--- config.mk ---
export PLATFORM = sky130hd
export DESIGN_NAME = multi_edge_detector
export DESIGN_NICKNAME = d
export VERILOG_FILES = /design/src/rtl/multi_edge_detector.sv
export SDC_FILE = /design/constraint.sdc
export NUM_CORES = 1
export LEC_CHECK = 0
export CORE_MARGIN = 2
export CORE_UTILIZATION = 53
export CTS_BUF_LIST = sky130_fd_sc_hd__clkbuf_4 sky130_fd_sc_hd__clkbuf_8
export DETAILED_ROUTE_END_ITERATION = 6
export PLACE_DENSITY = 0.74
export SLEW_MARGIN = 10
export SYNTH_ARGS = -nofsm -noshare
export SYNTH_HDL_FRONTEND = slang
export SYNTH_SLANG_ARGS = --single-unit
export TNS_END_PERCENT = 5
--- constraint.sdc ---
create_clock -name clk -period 1.8 [get_ports clk]
set_input_delay 0.36 -clock clk [delete_from_list [all_inputs] [get_ports clk]]
set_output_delay 0.36 -clock clk [all_outputs]
set_load 0.01 [all_outputs]
--- src/rtl/multi_edge_detector.sv ---
// multi_edge_detector: per-channel synchroniser, selectable edge detect,
// retriggerable pulse extender, sticky status and masked registered irq.
// Optional stability filter between synchroniser and detector is enabled by
// defining MULTI_EDGE_DETECTOR_DEBOUNCE_EN.
module multi_edge_detector #(
    parameter int unsigned NUM_CH          = 4,
    parameter int unsigned SYNC_STAGES     = 2,
    parameter int unsigned PULSE_EXT       = 1,
    parameter int unsigned DEBOUNCE_CYCLES = 4
) (
    input  logic                  clk,
    input  logic                  rst_n,
    input  logic [NUM_CH-1:0]     signal_in,
    input  logic [2*NUM_CH-1:0]   edge_sel,
    input  logic [NUM_CH-1:0]     status_clr,
    input  logic [NUM_CH-1:0]     irq_mask,
    output logic [NUM_CH-1:0]     pulse_out,
    output logic [NUM_CH-1:0]     edge_status,
    output logic                  irq
);

    if (NUM_CH < 1 || NUM_CH > 32 || SYNC_STAGES < 1 || SYNC_STAGES > 4 ||
        PULSE_EXT < 1 || PULSE_EXT > 255 ||
        DEBOUNCE_CYCLES < 1 || DEBOUNCE_CYCLES > 255) begin : g_param_check
        $error("multi_edge_detector: parameter out of range");
    end

    localparam logic [7:0] EXT_LOAD = 8'(PULSE_EXT);

    logic [NUM_CH-1:0] sync_q [SYNC_STAGES];
    logic [NUM_CH-1:0] s;
    logic [NUM_CH-1:0] f;
    logic [NUM_CH-1:0] prev_q;
    logic [NUM_CH-1:0] det;
    logic [7:0]        cnt_q [NUM_CH];
    logic [9:0]        warm_q;
    logic              armed;

    // Synchroniser chain; the last stage is the clean sampled level.
    always_ff @(posedge clk or negedge rst_n) begin
        if (!rst_n) begin
            for (int unsigned k = 0; k < SYNC_STAGES; k++) begin
                sync_q[k] <= '0;
            end
        end else begin
            sync_q[0] <= signal_in;
            for (int unsigned k = 1; k < SYNC_STAGES; k++) begin
                sync_q[k] <= sync_q[k-1];
            end
        end
    end

    assign s = sync_q[SYNC_STAGES-1];

`ifdef MULTI_EDGE_DETECTOR_DEBOUNCE_EN
    localparam logic [7:0]  DB_LIMIT  = 8'(DEBOUNCE_CYCLES);
    localparam int unsigned ARM_DELAY = SYNC_STAGES + DEBOUNCE_CYCLES;

    logic [7:0]        db_cnt_q [NUM_CH];
    logic [NUM_CH-1:0] filt_q;

    // Stability filter: f follows s only after DEBOUNCE_CYCLES mismatching cycles.
    always_ff @(posedge clk or negedge rst_n) begin
        if (!rst_n) begin
            filt_q <= '0;
            for (int unsigned i = 0; i < NUM_CH; i++) begin
                db_cnt_q[i] <= '0;
            end
        end else begin
            for (int unsigned i = 0; i < NUM_CH; i++) begin
                if (s[i] != filt_q[i]) begin
                    if (db_cnt_q[i] == DB_LIMIT - 8'd1) begin
                        filt_q[i]   <= s[i];
                        db_cnt_q[i] <= '0;
                    end else begin
                        db_cnt_q[i] <= db_cnt_q[i] + 8'd1;
                    end
                end else begin
                    db_cnt_q[i] <= '0;
                end
            end
        end
    end

    assign f = filt_q;
`else
    localparam int unsigned ARM_DELAY = SYNC_STAGES;

    assign f = s;
`endif

    localparam logic [9:0] ARM_AT = 10'(ARM_DELAY);

    // Arming waits until the reset zeros have drained out of the synchroniser
    // (and filter), so a level already high at release becomes the baseline
    // in prev instead of looking like a fresh rising edge.
    always_ff @(posedge clk or negedge rst_n) begin
        if (!rst_n) begin
            warm_q <= '0;
            armed  <= 1'b0;
        end else if (!armed) begin
            if (warm_q == ARM_AT) begin
                armed <= 1'b1;
            end else begin
                warm_q <= warm_q + 10'd1;
            end
        end
    end

    // Previous filtered level, tracked every cycle regardless of mode.
    always_ff @(posedge clk or negedge rst_n) begin
        if (!rst_n) begin
            prev_q <= '0;
        end else begin
            prev_q <= f;
        end
    end

    // Edge detect against the current per-channel mode.
    always_comb begin
        det = '0;
        for (int unsigned i = 0; i < NUM_CH; i++) begin
            case (edge_sel[2*i +: 2])
                2'b01:   det[i] = armed &&  f[i] && !prev_q[i];
                2'b10:   det[i] = armed && !f[i] &&  prev_q[i];
                2'b11:   det[i] = armed && (f[i] != prev_q[i]);
                default: det[i] = 1'b0;
            endcase
        end
    end

    // Retriggerable pulse extender; mode off kills an active pulse.
    always_ff @(posedge clk or negedge rst_n) begin
        if (!rst_n) begin
            for (int unsigned i = 0; i < NUM_CH; i++) begin
                cnt_q[i] <= '0;
            end
        end else begin
            for (int unsigned i = 0; i < NUM_CH; i++) begin
                if (edge_sel[2*i +: 2] == 2'b00) begin
                    cnt_q[i] <= '0;
                end else if (det[i]) begin
                    cnt_q[i] <= EXT_LOAD;
                end else if (cnt_q[i] != 8'd0) begin
                    cnt_q[i] <= cnt_q[i] - 8'd1;
                end
            end
        end
    end

    // Pulse is active while the extender counter is non-zero.
    always_comb begin
        pulse_out = '0;
        for (int unsigned i = 0; i < NUM_CH; i++) begin
            pulse_out[i] = (cnt_q[i] != 8'd0);
        end
    end

    // Sticky status (set beats clear) and registered masked interrupt.
    always_ff @(posedge clk or negedge rst_n) begin
        if (!rst_n) begin
            edge_status <= '0;
            irq         <= 1'b0;
        end else begin
            edge_status <= (edge_status & ~status_clr) | det;
            irq         <= |(edge_status & irq_mask);
        end
    end

endmodule

* Yosys cells after proc, flatten, opt, wreduce, memory -nomap -nowiden
Index checks and enable logic that the tools add are counted.
** Word-level totals
- Bits in registers :: 60
- Latch bits :: 0
- RAM bits :: 0
- ROM bits :: 0
- Output and inout port bits :: 9
- Logic and storage cells :: 99
- Memories kept :: 0
** Operators by class
- Add/subtract/negate cells :: 5
- Multipliers :: 0
- Div/mod/pow operators :: 0
- Order comparisons :: 0
- Equal/unequal tests :: 17
- Shift operators :: 0
- Mux-type cells :: 18
- Bitwise operators :: 6
- Reductions and logical operators :: 42
** Operators with widths (count)
- 8-bit two-way mux :: 12
- 8-bit nonzero test :: 4
- 8-bit by 1-bit subtractor with 8-bit output (second input constant) :: 4
- 1-bit logical AND :: 20
- 2-bit == test (second input constant) :: 8
- 1-bit case mux with 3 select lines :: 4
- 3-bit nonzero test :: 4
- 10-bit by 1-bit adder with 10-bit output (second input constant) :: 1
- 10-bit by 2-bit == test with 1-bit output (second input constant) :: 1
- 4-bit AND :: 2
- 2-bit by 1-bit == test with 1-bit output (second input constant) :: 4
- 1-bit logical NOT :: 8
- 2-bit logical NOT :: 4
- 1-bit != test :: 4
- 4-bit NOT :: 1
- 4-bit OR :: 1
- 4-bit OR reduction :: 1
- 1-bit two-way mux :: 2
- 1-bit NOT :: 2
- 2-bit AND reduction :: 1

* Depth between registers and ports, before layout
- Depth after elaboration :: 6
- Gate-level depth with buffers :: 5
- Depth with buffers taken out :: 5

* Worst setup path after synthesis
OpenSTA, ideal clock, no wires.
- Kind :: register to register
- Start point :: register cnt_q[0] (netlist name)
- End point :: register cnt_q[1] (netlist name)
- Library setup time :: 111 ps
- Arrival :: 1765 ps
- Required time :: 1689 ps
- Path slack :: -76 ps
- Stages on the path, launching flop included :: 6
- Cell sequence :: dfrtp_1 inv_1 ha_1 or4b_4 or2_1 a2111oi_2
** Between the ends
- Elaborated cells between the ends (all ways) :: 6
- Those cells by class :: 1 x add/sub; 3 x mux; 2 x reduce/logical
** RTL lines
- start: declaration :: line 35 : logic [7:0] cnt_q [NUM_CH];
- start signal: indexed assignment :: line 145 : cnt_q[i] <= cnt_q[i] - 8'd1;
- 8-bit nonzero test
- net pulse_out[3] :: line 17 : output logic [NUM_CH-1:0] pulse_out,
- 3-bit nonzero test (no line)
The timed path passes the listed nets, and every way through them passes these cells. The select of a mux whose other input is x is not followed.
A chain may end at the register's enable or synchronous reset.

* Worst setup path in the final report
- Start point :: register cnt_q[1] (netlist name)
- End point :: output pulse_out[3]
** Between the ends
- Longest elaborated chain between the ends :: 1
** Ends and longest elaborated chain
- 8-bit nonzero test :: line 155 : pulse_out[i] = (cnt_q[i] != 8'd0);
- end: declaration :: line 17
Every way passes these cells.

==> metrics.cfg <==
[synth]
syn_inst=274
async_flop_share_pct=100
synth.avg_cell_area_sq_um=11.0
synth_edf_count=0
syn_area_sq_mm=0.00301
ys_seq_area_share_pct=50.0
yosysWarningCount=0
ys_types=49
synth_nets=306
synthFlopType=dfrtp_1
ys_ff_latch=60

[setup_path]
cp_max_fo=3
cp_cell_sequence=inv_2 -> ha_4 -> or4b_4 -> or2_4 -> buf_6
cp.required_ps=1440
slowest_stage=or4b_4
cp.arrival_ps=1750
critical_path_class=reg -> out
slowest_delay_ps=460
cp-end-kind=primary output
worst-path-buf-inv=2
crit_path_start_kind=flop
crit_family=simple AND/OR/NAND/NOR gates

[final_layout]
synthToLayoutAreaGrowth_pct=34.7
finalNonFillerCells=435
utilization_pct=73.5
drive_above_1_share_pct=27.5
final_cell_mix=dfrtp_1 (58), buf_4 (46), clkdlybuf4s50_1 (25), a211oi_1 (16), or4_1 (15)
nets=391
n_antenna_cell=0
final_common_cell=dfrtp_1

[status]
outcome=finished, violations left
failed_checks=negative setup slack

[power]
power_leakage_nw=1.77
p_per_area_mw_per_mm2=1530
power_frac_clock_pct=18.7
switching_share_pct=35.3
p_total_w=0.00618
comb_power_share_pct=49.9
vdd_drop_max_v=0.000881
p_int_w=0.00400
p_switching_w=0.00218
share_seq_of_total_power_pct=31.4

[timing]
layout_min_cycle_time_ps=2110
slew_violations=0
setup_viol=5
fin_crit_sh_pct=117
slew_headroom_pct=67.9
fin_skew_ps=7.68
setup_slack_ps=-309
worst_pin_slew_ps=479
finalHoldViolations=0
max_freq_mhz=474
rsz0062_at_grt=true

[run]
cap_violations=0

[place]
io_buffers=30
dp_hpwl_um=4540
dp.cells=420
place_ws_ps=-344
place_congestion=0.843

[die]
ios=31
rows=27
design.core.area_sq_mm=0.00551
die-area_sq_mm=0.00629
initial_utilization_pct=54.6
dieHeight_um=79.3
chipWidth_um=79.3

[clock_network]
h-tree-depth=3
cts_hold_buf=0
cts_root_buffer=clkbuf_8
cts_tree=done
numCtsBuffers=9
clock_sinks=60
clk_path_buf_depth=2
clock_latency_ps=330
path_clk_slew_ps=60
cts_setup_buffers=0

[detailed_routing]
avgViaCountPerCell=5.87
first_pass_iters=5
ant_nets=0
drt_wl_total_um=6790
drt_iter0_markers=100
vias=2555
wl_per_cell_um=15.6
drc=0

[hold_path]
hp-class=in -> async

[global_routing]
grt-ovfl-total=0
antenna_found_initial=0
grt_max_degree=61
grt_pass1_vias=2460
grt_util_all_layers_pct=23.9
grt_pass1_wl_um=11600

-- kinds of logic (layout without fill, tap and decap cells) --
group / Yosys count / count (layout) / share of synthesized area, %
flip-flops: 60 / 60 / 50.0
adder cells (fa/ha/maj): 10 / 10 / 4.16
XOR/XNOR: 8 / 8 / 2.33
multiplexers: 2 / 2 / 0.708
buffers and inverters: 20 / 109 / 2.58
AO/OA/AOI/OAI: 72 / 72 / 17.3
AND/OR/NAND/NOR: 102 / 102 / 23.0
-- metal layers --
metal	wire, um	global-route usage [%]	up-vias	part of all wire (%)
met5	0	0	-	0
met4	95	9.31	0	1.4
met3	240	5.45	8	3.5
met2	3290	37.0	60	48
met1	3170	32.7	1261	47
li1	-	-	1226	-
-- layout make-up --
type                       count  area, sq um
timing repair buffer          77          651
tap                           72         90.1
sequential                    60         1500
fill                         401         1460
multi-input combinational    194         1550
clock inverter                 1         5.00
inverter                      17         63.8
clock buffer                  14          186
-- power by group through the flow --
stage	clock [W]	sequential (W)	combinational, W
floorplan	0	0.00193	0.00154
global placement	0	0.00191	0.00274
detailed placement	0	0.00193	0.00281
CTS	0.00118	0.00193	0.00297
global route	0.00124	0.00198	0.00339
finish	0.00116	0.00194	0.00308
-- cells in the mapped netlist (all sizes together) (2+ instances only) --
library cell	instances	area, sq um
or4b	4	43.8
nor3b	2	15.0
nand3	3	15.0
and3	2	12.5
nor2b	7	43.8
a31oi	2	12.5
a211oi	24	185
or3	5	31.3
nand4	2	12.5
nand3b	12	90.1
nor4	5	37.5
dfrtp	60	1500
a2111oi	4	41.3
nor2	7	26.3
or4	17	135
a22oi	2	15.0
o31ai	3	22.5
ha	10	125
xnor2	7	61.3
a21o	5	37.5
nor3	8	40.0
a21boi	4	30.0
o21ai	19	95.1
buf	2	10.0
nand2b	6	37.5
nor4b	3	38.8
a211o	6	52.6
nand2	9	33.8
or2	3	18.8
inv	17	63.8
or3b	4	35.0
-- flip-flops by register name, summed over array words and instances (netlist names) --
signal       cells
armed            1
cnt_q           32
edge_status      4
f                4
irq              1
prev_q           4
sync_q           4
warm_q          10
-- metrics by stage --
| stage | hold WS [ps] | cell area (sq um) | setup TNS, ps |
|---|---|---|---|
| global route | 52.4 | 4050 | -1040 |
| finish | 24.2 | 4050 | -480 |
| floorplan | 64.4 | 3010 | 0 |
| CTS | 44.5 | 4000 | -478 |
| global placement | 333 | 3750 | -356 |
| detailed placement | 335 | 3750 | -476 |
-- what timing repair did --
| item | 4_1_cts | 5_1_grt |
|---|---|---|
| pin swaps | 2 | 1 |
| endpoints found under the setup margin | 8 | 18 |
| endpoints found under the hold margin | 0 | 0 |
| resized for setup | 26 | 14 |
-- worst paths after layout --
path                            from      endpoint  slack [ps]  depth (start not counted)
max in group asynchronous      rst_n     cnt_q[18]        1490                          2
hold reg to reg            sync_q[7]          f[3]         350                          0
min in group clk           sync_q[7]          f[3]         350                          0
hold / removal                 rst_n      cnt_q[5]          20                          2
setup / recovery            cnt_q[1]  pulse_out[3]        -310                          5
setup reg to reg            cnt_q[1]      cnt_q[1]         -20                          6
(Power assumes the default switching activity.)
